===== config.mk =====
export PLATFORM = sky130hd
export DESIGN_NAME = mmio_master
export DESIGN_NICKNAME = d
export VERILOG_FILES = /design/src/rtl/mmio_master_pkg.sv /design/src/rtl/mmio_master_lane_unit.sv /design/src/rtl/mmio_master.sv
export SDC_FILE = /design/constraint.sdc
export NUM_CORES = 1
export LEC_CHECK = 0
export ABC_CLOCK_PERIOD_IN_PS = 5300
export BUFFER_PORTS_ARGS = -buffer_cell sky130_fd_sc_hd__buf_2
export CORE_MARGIN = 5
export CORE_UTILIZATION = 45
export DETAILED_ROUTE_END_ITERATION = 10
export PLACE_DENSITY_LB_ADDON = 0.2
export SETUP_SLACK_MARGIN = 0.05
export SKIP_LAST_GASP = 1
export SLEW_MARGIN = 10
export SYNTH_ARGS = -nofsm -noshare
export SYNTH_HDL_FRONTEND = slang
export SYNTH_SLANG_ARGS = --single-unit

===== constraint.sdc =====
create_clock -name clk -period 5.3 [get_ports clk]
set_clock_uncertainty 0.15 [all_clocks]
set_input_delay 1.06 -clock clk [delete_from_list [all_inputs] [get_ports clk]]
set_output_delay 1.06 -clock clk [all_outputs]
set_load 0.02 [all_outputs]

===== src/rtl/mmio_master_pkg.sv =====
// Shared encodings for the MEM-stage bus initiator: access sizes, FSM states,
// the HWInt vector width and the device window decode helper.
package mmio_master_pkg;

   localparam logic [1:0] SZ_BYTE = 2'd0;
   localparam logic [1:0] SZ_HALF = 2'd1;
   localparam logic [1:0] SZ_WORD = 2'd2;

   localparam int HWINT_W = 6;

   typedef enum logic [2:0] {
      ST_IDLE  = 3'd0,
      ST_CHECK = 3'd1,
      ST_READ  = 3'd2,
      ST_WRITE = 3'd3,
      ST_DONE  = 3'd4
   } state_t;

   // A device window covers three consecutive words starting at base.
   function automatic logic in_window(input logic [31:0] waddr, input logic [31:0] base);
      return (waddr >= base) && (waddr <= (base + 32'd8));
   endfunction

endpackage


===== src/rtl/mmio_master_lane_unit.sv =====
// Byte-lane steering: merges sub-word store data into a read word and
// extracts/extends a sub-word lane for loads. Lanes are little-endian.
module lane_unit
   import mmio_master_pkg::*;
(
   input  logic [31:0] rword_i,
   input  logic [31:0] wdata_i,
   input  logic [1:0]  off_i,
   input  logic [1:0]  size_i,
   input  logic        sext_i,
   output logic [31:0] merged_o,
   output logic [31:0] rdata_o
);

   logic [7:0]  byte_d;
   logic [15:0] half_d;

   // Store merge: replace only the addressed lane of the word read back.
   always_comb begin
      merged_o = rword_i;
      case (size_i)
         SZ_BYTE: begin
            case (off_i)
               2'd0:    merged_o[7:0]   = wdata_i[7:0];
               2'd1:    merged_o[15:8]  = wdata_i[7:0];
               2'd2:    merged_o[23:16] = wdata_i[7:0];
               2'd3:    merged_o[31:24] = wdata_i[7:0];
               default: merged_o        = rword_i;
            endcase
         end
         SZ_HALF: begin
            if (off_i[1]) begin
               merged_o[31:16] = wdata_i[15:0];
            end else begin
               merged_o[15:0]  = wdata_i[15:0];
            end
         end
         default: merged_o = wdata_i;
      endcase
   end

   // Load extract: pick the lane, then sign- or zero-extend it.
   always_comb begin
      byte_d = 8'h00;
      half_d = 16'h0000;
      case (off_i)
         2'd0:    byte_d = rword_i[7:0];
         2'd1:    byte_d = rword_i[15:8];
         2'd2:    byte_d = rword_i[23:16];
         2'd3:    byte_d = rword_i[31:24];
         default: byte_d = 8'h00;
      endcase
      if (off_i[1]) begin
         half_d = rword_i[31:16];
      end else begin
         half_d = rword_i[15:0];
      end
      case (size_i)
         SZ_BYTE: rdata_o = {{24{sext_i & byte_d[7]}}, byte_d};
         SZ_HALF: rdata_o = {{16{sext_i & half_d[15]}}, half_d};
         default: rdata_o = rword_i;
      endcase
   end

endmodule


===== src/rtl/mmio_master.sv =====
// MEM-stage to bridge initiator: one load/store per request, read-modify-write
// for sub-word stores, registered bus outputs and registered HWInt vector.
module mmio_master
   import mmio_master_pkg::*;
#(
   parameter logic [31:0] DEV0_BASE = 32'h00007f00,
   parameter logic [31:0] DEV1_BASE = 32'h00007f10
)(
   input  logic               clk,
   input  logic               reset,
   input  logic               req,
   input  logic               req_we,
   input  logic [1:0]         req_size,
   input  logic               req_sext,
   input  logic [31:0]        req_addr,
   input  logic [31:0]        req_wdata,
   output logic               busy,
   output logic               done,
   output logic               err,
   output logic [31:0]        rdata,
   output logic [31:0]        Addr,
   output logic               WE,
   output logic [31:0]        Din,
   input  logic [31:0]        Dout,
   input  logic               IRQ0,
   input  logic               IRQ1,
   output logic [HWINT_W-1:0] hwint
);

   state_t              state_q;
   logic                we_q;
   logic                sext_q;
   logic [1:0]          size_q;
   logic [31:0]         addr_q;
   logic [31:0]         wdata_q;
   logic                busy_q;
   logic                done_q;
   logic                err_q;
   logic [31:0]         rdata_q;
   logic [31:0]         bus_addr_q;
   logic                bus_we_q;
   logic [31:0]         bus_din_q;
   logic [HWINT_W-1:0]  hwint_q;

   logic [31:0]         waddr_d;
   logic                size_err_d;
   logic                err_d;
   logic [31:0]         merged_d;
   logic [31:0]         ext_d;

   assign waddr_d = {addr_q[31:2], 2'b00};

   // Decode of the latched request: alignment, legal size and window hit.
   always_comb begin
      size_err_d = 1'b0;
      case (size_q)
         SZ_BYTE: size_err_d = 1'b0;
         SZ_HALF: size_err_d = addr_q[0];
         SZ_WORD: size_err_d = (addr_q[1:0] != 2'b00);
         default: size_err_d = 1'b1;
      endcase
      err_d = size_err_d
            | ~(in_window(waddr_d, DEV0_BASE) | in_window(waddr_d, DEV1_BASE));
   end

   // Dout is only consulted in READ, so the lane unit works on it directly;
   // this lets merge/extract results land in the registers at the READ edge.
   lane_unit u_lane (
      .rword_i  (Dout),
      .wdata_i  (wdata_q),
      .off_i    (addr_q[1:0]),
      .size_i   (size_q),
      .sext_i   (sext_q),
      .merged_o (merged_d),
      .rdata_o  (ext_d)
   );

   // Request FSM with all bus and status outputs registered.
   always_ff @(posedge clk) begin
      if (reset) begin
         state_q    <= ST_IDLE;
         we_q       <= 1'b0;
         sext_q     <= 1'b0;
         size_q     <= 2'b00;
         addr_q     <= 32'h0000_0000;
         wdata_q    <= 32'h0000_0000;
         busy_q     <= 1'b0;
         done_q     <= 1'b0;
         err_q      <= 1'b0;
         rdata_q    <= 32'h0000_0000;
         bus_addr_q <= 32'h0000_0000;
         bus_we_q   <= 1'b0;
         bus_din_q  <= 32'h0000_0000;
      end else begin
         done_q     <= 1'b0;
         err_q      <= 1'b0;
         bus_addr_q <= 32'h0000_0000;
         bus_we_q   <= 1'b0;
         bus_din_q  <= 32'h0000_0000;
         case (state_q)
            ST_IDLE: begin
               if (req && !busy_q) begin
                  we_q    <= req_we;
                  sext_q  <= req_sext;
                  size_q  <= req_size;
                  addr_q  <= req_addr;
                  wdata_q <= req_wdata;
                  busy_q  <= 1'b1;
                  state_q <= ST_CHECK;
               end else begin
                  state_q <= ST_IDLE;
               end
            end
            ST_CHECK: begin
               if (err_d) begin
                  done_q  <= 1'b1;
                  err_q   <= 1'b1;
                  rdata_q <= 32'h0000_0000;
                  state_q <= ST_DONE;
               end else if (we_q && (size_q == SZ_WORD)) begin
                  bus_addr_q <= waddr_d;
                  bus_we_q   <= 1'b1;
                  bus_din_q  <= wdata_q;
                  state_q    <= ST_WRITE;
               end else begin
                  bus_addr_q <= waddr_d;
                  state_q    <= ST_READ;
               end
            end
            ST_READ: begin
               if (we_q) begin
                  bus_addr_q <= waddr_d;
                  bus_we_q   <= 1'b1;
                  bus_din_q  <= merged_d;
                  state_q    <= ST_WRITE;
               end else begin
                  done_q  <= 1'b1;
                  rdata_q <= ext_d;
                  state_q <= ST_DONE;
               end
            end
            ST_WRITE: begin
               done_q  <= 1'b1;
               rdata_q <= 32'h0000_0000;
               state_q <= ST_DONE;
            end
            ST_DONE: begin
               busy_q  <= 1'b0;
               state_q <= ST_IDLE;
            end
            default: begin
               busy_q  <= 1'b0;
               state_q <= ST_IDLE;
            end
         endcase
      end
   end

   // Interrupt lines are sampled every cycle regardless of bus activity.
   always_ff @(posedge clk) begin
      if (reset) begin
         hwint_q <= {HWINT_W{1'b0}};
      end else begin
         hwint_q <= {4'b0000, IRQ1, IRQ0};
      end
   end

   assign busy  = busy_q;
   assign done  = done_q;
   assign err   = err_q;
   assign rdata = rdata_q;
   assign Addr  = bus_addr_q;
   assign WE    = bus_we_q;
   assign Din   = bus_din_q;
   assign hwint = hwint_q;

endmodule

==> results.sh, run 1 <==
export IMPL_status="completed"
export IMPL_cp_depth=6
export IMPL_syn_area_mm2=0.00756
export IMPL_post_cts_resized=0
export IMPL_port_buffers=204
export IMPL_leakage_uw=0.00389
export IMPL_first_pass_iters=5
export IMPL_drive_above_1_share_pct=27.8
export IMPL_critPathSlowestCell="and4bb_1"
export IMPL_r2r_setup_slack_ns=2.65
export IMPL_grt_use_met2_pct=33.7
export IMPL_critical_path_top_delay_family="simple AND/OR/NAND/NOR gates"
export IMPL_maxCapViolCount=0
export IMPL_seq_area_frac_synth_pct=45.3
export IMPL_min_from="wdata_q[19]"
export IMPL_drt_vias_per_instance=5.47
export IMPL_setup_violations=0
export IMPL_synth_distinct_cells=59
export IMPL_r2r_end="Din[31]"
export IMPL_cp_max_fo=71
export IMPL_dp_hpwl_mm=16.1
export IMPL_yosys_warnings=0
export IMPL_area_delta_synth_final_pct=21.9
export IMPL_syn_inst=850
export IMPL_dieArea_mm2=0.0195
export IMPL_r2r_start="addr_q[3]"
export IMPL_htree_levels=4
export IMPL_die_h_um=140
export IMPL_use_met1_pct=32.0
export IMPL_min_path_cells=1
export IMPL_whs_endpoint="Din[19]"
export IMPL_num_vias=6804
export IMPL_synth_edff_count=0
export IMPL_crit_path_end_kind="register"
export IMPL_antenna_found_initial=2
export IMPL_stdcell_area_mm2=0.00921
export IMPL_grt_use_total_pct=22.6
export IMPL_clk_latency_ns=0.43
export IMPL_ant_nets=0
export IMPL_cts_tree="done"
export IMPL_cts_setup_buffers=0
export IMPL_crit_chain="buf_4 > nor4b_4 > nand2_1 > and4bb_1 > a21oi_1 > mux2i_1"
export IMPL_avgRoutedWirePerCell_um=18.4
export IMPL_ys_flop_type="dfxtp_1"
export IMPL_cts_max_path_buffers=2
export IMPL_grt_pass1_wl_mm=35.0
export IMPL_worst_setup_path_start_kind="primary input"
export IMPL_worstMarginPinSlew_ns=0.871
export IMPL_grtUsageMet3_pct=6.14
export IMPL_cts_made_buffers=17
export IMPL_hold_class="register to register"
export IMPL_grt_start_max_net_pins=72
export IMPL_fin_nets=1114
export IMPL_finalMaxSlewViolations=0
export IMPL_die_w_um=140
export IMPL_n_fill_cell=1558
export IMPL_core_area_mm2=0.0165
export IMPL_ios=211
export IMPL_synth_seq_cells=171
export IMPL_path_class="primary input to register"
export IMPL_ir_drop_uv=242
export IMPL_min_period_ns=2.84
export IMPL_wl_mm=22.8
export IMPL_cts_root_buffer="clkbuf_16"
export IMPL_gp_congestion=0.898
export IMPL_p_per_area_mw_per_mm2=336
export IMPL_worstPathRequired_ns=5.51
export IMPL_cts_sinks=171
export IMPL_grt_pass1_vias=6341
export IMPL_crit_arrival_ns=3.05
export IMPL_grt_overflow_total=0
export IMPL_setup_tns_final_ns=0
export IMPL_num_rows=47
export IMPL_path_buf_inv=1
export IMPL_finalHoldViolCount=0
export IMPL_period_share_pct=53.5
export IMPL_max_stage_delay_ns=0.66
export IMPL_fmax_mhz=352
export IMPL_start_util_pct=45.7
export IMPL_relSlewSlack_pct=41.5
export IMPL_clk_pin_slew_ns=0.06
export IMPL_synth_area_per_cell_um2=8.89
export IMPL_first_iter_violations=689
export IMPL_ctsHoldBuffers=0
export IMPL_reg2reg_depth=5
export IMPL_rsz0062_at_grt="false"
export IMPL_drc_errors=0
export IMPL_place_area_mm2=0.00856
export IMPL_globalRoute_busiestLayer="met2"
export IMPL_async_flop_share_pct=0
-- layout by cell type, fill, tap and decap left out, drive strengths merged, types with 2 or more instances in the layout --
| cell type | n |
|---|---|
| a21boi | 3 |
| a21oi | 119 |
| a221oi | 15 |
| a22o | 15 |
| a22oi | 7 |
| a32o | 7 |
| and2 | 6 |
| and3 | 32 |
| buf | 213 |
| bufinv | 5 |
| clkbuf | 18 |
| clkinv | 2 |
| conb | 6 |
| dfxtp | 171 |
| diode | 2 |
| inv | 17 |
| mux2i | 42 |
| mux4 | 8 |
| nand2 | 157 |
| nand2b | 42 |
| nand3 | 9 |
| nand3b | 2 |
| nand4 | 4 |
| nor2 | 27 |
| nor2b | 4 |
| nor3 | 9 |
| nor3b | 3 |
| nor4 | 6 |
| nor4b | 3 |
| o21ai | 22 |
| o221a | 9 |
| o22ai | 7 |
| o2bb2ai | 16 |
| o31ai | 2 |
-- cells in the mapped netlist (5+ instances only) --
cell type    n  area (µm²)
a221oi_1    15         131
o22ai_1      7        43.8
o221a_2      9         101
inv_1       11        41.3
nand2_1    157         589
nor2_1      27         101
o21ai_0     21         105
mux2i_1     42         420
nor4_1       5        31.3
a32o_1       7        70.1
a21oi_1    117         586
buf_4       10        75.1
clkbuf_1    42         158
nor3_1       9        45.0
a22oi_1      7        52.6
dfxtp_1    171        3420
o2bb2ai_1    6        52.6
o2bb2ai_2   10         150
mux4_2       8         180
nand2b_1    42         263
and3_1      32         200
buf_1        8        30.0
nand3_1      9        45.0
a22o_1      14         123
buf_2       13        65.1
-- worst register-to-register path: stages (launching register included) --
cell and delay [ns]:
dfxtp_1 0.37, mux2i_1 0.38, nand4_1 0.31, nor4_4 0.80, a22o_4 0.42, o2bb2ai_1 0.15
-- registers in the layout, indices dropped and copies added (netlist names) --
signal   count
busy         1
Addr        30
Din         32
size_q       2
addr_q      32
wdata_q     32
done         1
err          1
WE           1
we_q         1
sext_q       1
rdata       32
state_q      3
hwint        2
-- metrics by stage --
stage	std cells	total power, µW	hold slack (ns)	setup slack (ns)	util, %
6_report	1243	3090	0.306	2.46	55.8
4_1_cts	1241	3110	0.307	2.46	55.7
2_1_floorplan	855	1620	0.282	2.68	-
3_3_place_gp	1210	1750	0.288	2.05	51.8
3_5_place_dp	1210	1750	0.295	2.02	51.8
5_1_grt	1242	3210	0.330	2.27	55.7
-- cell type report --
cell class | count | area (µm²) | area share (%)
inverter | 12 | 45.0 | 0.489
timing repair buffer | 213 | 1090 | 11.8
sequential | 171 | 3420 | 37.2
antenna | 2 | 5.00 | 0.0543
tap | 220 | 275 | 2.99
clock buffer | 18 | 429 | 4.66
clock inverter | 13 | 214 | 2.32
multi-input combinational | 594 | 3730 | 40.5
-- power by group --
group	internal [µW]	switching [µW]	leakage, µW
Clock	842	527	0.000313
Combinational	133	219	0.00219
Sequential	1330	46.8	0.00139
-- cell families (layout without fill, tap and decap cells) --
kind of cell,after synthesis,count (layout),share of synthesized area [%]
flip-flops,171,171,45.3
AO/OA/AOI/OAI,225,225,20.1
AND/OR/NAND/NOR,312,312,20.7
other,1,8,0.0496
multiplexers,50,50,7.95
XOR/XNOR,1,1,0.116
buffers and inverters,90,256,5.79
-- routing by layer --
metal  up-vias  share of wire (%)
met2       320                 44
met5         -              0.031
met3        33                9.2
met1      3139                 45
li1       3310                  -
met4         2                1.8
-- how the worst max path moves through the flow --
stage,startpoint,to,slack (ns)
global placement,reset,rdata[29],2.05
finish,reset,rdata[25],2.46
detailed placement,reset,rdata[25],2.02
global route,reset,rdata[16],2.27
CTS,reset,rdata[25],2.46
floorplan,reset,rdata[22],2.68
Note: power is estimated with default switching activity, not from simulation.
==> inputs of run 2 (changes only) <==
--- a/config.mk
+++ b/config.mk
@@ -5,7 +5,8 @@
 export SDC_FILE = /design/constraint.sdc
 export NUM_CORES = 1
 export LEC_CHECK = 0
-export ABC_CLOCK_PERIOD_IN_PS = 5300
+export ABC_AREA = 1
+export ABC_CLOCK_PERIOD_IN_PS = 2370
 export BUFFER_PORTS_ARGS = -buffer_cell sky130_fd_sc_hd__buf_2
 export CORE_MARGIN = 5
 export CORE_UTILIZATION = 45
==> constraint.sdc (replaced) <==
create_clock -name clk -period 2.37 [get_ports clk]
set_clock_uncertainty 0.15 [all_clocks]
set_input_delay 0.474 -clock clk [delete_from_list [all_inputs] [get_ports clk]]
set_output_delay 0.474 -clock clk [all_outputs]
set_load 0.02 [all_outputs]
==> run 2 against run 1 <==
Final cell count rose by 24%; first-iteration DRC count increased by 2.5%; critical path depth up 3; power grew to 2.5 times the previous value; final area rose by 8.3%; non-clock buffer count is 31 higher; utilization is 1.5 points higher; hold slack lost 0.22 ns; sequential power up 130%; die area grew 5.8%; global-route usage grew 3.0 points; count of clock-buffer cells in the layout shrank 1.
==> results.sh, run 2 <==
export IMPL_min_path_cells=3
export IMPL_wl_mm=26.8
export IMPL_fmax_mhz=468
export IMPL_synth_top_area_share_pct=42.6
export IMPL_avgRoutedWirePerCell_um=17.4
export IMPL_hold_class="primary input to register"
export IMPL_grt_use_total_pct=25.6
export IMPL_synthTopCellsByArea="dfxtp_1 43%, a21oi_1 10%, o21ai_0 8.8%"
export IMPL_yosys_warnings=0
export IMPL_path_class="register to register"
export IMPL_dieArea_mm2=0.0206
export IMPL_crit_arrival_ns=2.32
export IMPL_r2r_end="rdata[14]"
export IMPL_grt_pass1_wl_mm=41.4
export IMPL_ant_nets=0
export IMPL_area_delta_synth_final_pct=24.2
export IMPL_ir_drop_uv=519
export IMPL_synth_area_mux_share_pct=0
export IMPL_r2r_setup_slack_ns=0.23
export IMPL_drc_errors=0
export IMPL_synthTopCellsByCount="182 x nand2_1, 171 x dfxtp_1, 161 x a21oi_1, 142 x o21ai_0, 101 x inv_1"
export IMPL_final_cell_mix="204 x buf_2, 181 x nand2_1, 171 x dfxtp_1"
export IMPL_worst_setup_path_start_kind="register"
export IMPL_worstMarginPinSlew_ns=0.579
export IMPL_start_util_pct=46.1
export IMPL_final_common_cell="buf_2"
export IMPL_setup_violations=0
export IMPL_drive_above_1_share_pct=24.4
export IMPL_crit_end="rdata[14]"
export IMPL_gp_congestion=0.976
export IMPL_cts_tree="done"
export IMPL_die_w_um=144
export IMPL_core_area_mm2=0.0174
export IMPL_fin_nets=1406
export IMPL_worstPathRequired_ns=2.55
export IMPL_syn_inst=1121
export IMPL_reg2reg_depth=9
export IMPL_yosysMostFrequentCell="nand2_1"
export IMPL_status="completed"
export IMPL_first_pass_iters=7
export IMPL_finalHoldViolCount=0
export IMPL_grt_overflow_total=0
export IMPL_crit_start="addr_q[1]"
export IMPL_cts_sinks=171
export IMPL_p_per_area_mw_per_mm2=791
export IMPL_clk_pin_slew_ns=0.07
export IMPL_rsz0062_at_grt="false"
export IMPL_setup_tns_final_ns=0
export IMPL_cp_max_fo=13
export IMPL_relSlewSlack_pct=61.2
export IMPL_die_h_um=144
export IMPL_synth_compound_gate_area_share_pct=26.9
export IMPL_first_iter_violations=706
export IMPL_antenna_found_initial=2
export IMPL_synth_largest_area_cell="dfxtp_1"
export IMPL_num_rows=48
export IMPL_ys_flop_type="dfxtp_1"
export IMPL_maxCapViolCount=0
export IMPL_dp_hpwl_mm=19.6
export IMPL_synthAdderAreaFrac_pct=0
export IMPL_syn_area_mm2=0.00803
export IMPL_synth_seq_cells=171
export IMPL_finalMaxSlewViolations=0
export IMPL_num_vias=8417
export IMPL_drt_vias_per_instance=5.46
export IMPL_final_util_pct=57.3
export IMPL_period_share_pct=90.2
export IMPL_htree_levels=4
export IMPL_synth_distinct_cells=38
export IMPL_cts_root_buffer="clkbuf_16"
export IMPL_r2r_start="addr_q[1]"
export IMPL_synth_area_per_cell_um2=7.17
export IMPL_synth_edff_count=0
export IMPL_cts_max_path_buffers=2
export IMPL_port_buffers=204
export IMPL_async_flop_share_pct=0
export IMPL_crit_path_end_kind="register"
export IMPL_leakage_uw=0.00437
export IMPL_clk_latency_ns=0.43
export IMPL_cts_made_buffers=17
export IMPL_grt_start_max_net_pins=52
export IMPL_ios=211
export IMPL_synth_simple_gate_area_share_pct=20.1
export IMPL_min_period_ns=2.14
export IMPL_synth_top_family_by_area="compound AO/OA/AOI/OAI gates"
export IMPL_seq_area_frac_synth_pct=42.6
export IMPL_synth_xor_area_share_pct=0
export IMPL_grt_pass1_vias=7754
-- run 2: cell types whose count changed in the layout (fill, tap and decap cells not counted), sizes merged, moves of 31 or more --
cell    before  now
a21oi      119  161
and3        32    0
buf        213  244
inv         17  115
mux2i       42    0
nand2b      42    0
nor2        27  112
o21ai       22  153
-- run 2: metrics by stage --
stage	instance area [µm²]	setup WS [ns]	hold WS (ns)	total power [µW]	cells
3_5_place_dp	9310	0.198	0.290	4960	1506
5_1_grt	9980	0.0621	0.110	8280	1541
2_1_floorplan	8050	0.582	0.270	4400	1126
3_3_place_gp	9310	0.219	0.285	4940	1506
6_report	9980	0.233	0.0901	7890	1542
4_1_cts	9930	0.186	0.0770	7900	1538
-- run 2: worst min-delay path by stage --
stage	startpoint	to	slack, ns
6_report	IRQ1	hwint[1]	0.09
5_1_grt	IRQ0	hwint[0]	0.11
4_1_cts	IRQ0	hwint[0]	0.08
3_5_place_dp	wdata_q[25]	wdata_q[25]	0.29
3_3_place_gp	wdata_q[21]	wdata_q[21]	0.29
2_1_floorplan	addr_q[20]	Addr[20]	0.27
-- run 2: routing by layer --
metal,track usage (%),vias up,wire [µm]
met4,11.2,0,852
met3,5.26,49,2150
met2,38.3,378,11900
met1,35.6,3852,11900
li1,-,4138,-
met5,0,-,0
-- run 2: cells by family after synthesis --
logic type             Yosys count
flip-flops                     171
other                            1
AND/OR/NAND/NOR                367
AO/OA/AOI/OAI                  385
buffers and inverters          197
-- run 2: cell type report --
cell class | count | area [µm²]
Antenna cell | 3 | 7.51
Clock buffer | 17 | 425
Clock inverter | 15 | 199
Fill cell | 1733 | 7440
Inverter | 109 | 409
Multi-Input combinational cell | 758 | 3820
Sequential cell | 171 | 3420
Tap cell | 225 | 282
Timing Repair Buffer | 244 | 1410
-- run 2: report_power, final --
group	switching [µW]	total [µW]	internal [µW]
Sequential	113	3200	3090
Combinational	1150	1730	574
Clock	1340	2960	1620
Total	2610	7890	5280
-- run 2: repair_timing --
action / CTS / global route
gates resized for setup: 0 / 3
buffers inserted: 0 / 1
hold buffers: 0 / 0
endpoints found under the setup margin: 0 / 28
-- run 2: critical path, stage by stage, from the launching register on --
cell and delay (ns):
dfxtp_1 0.55, inv_2 0.21, o21ai_0 0.23, o211ai_2 0.15, nand4_4 0.17, o21ai_0 0.10, o21ai_0 0.27, nand2_1 0.10
nand2_1 0.07, nor2_1 0.04
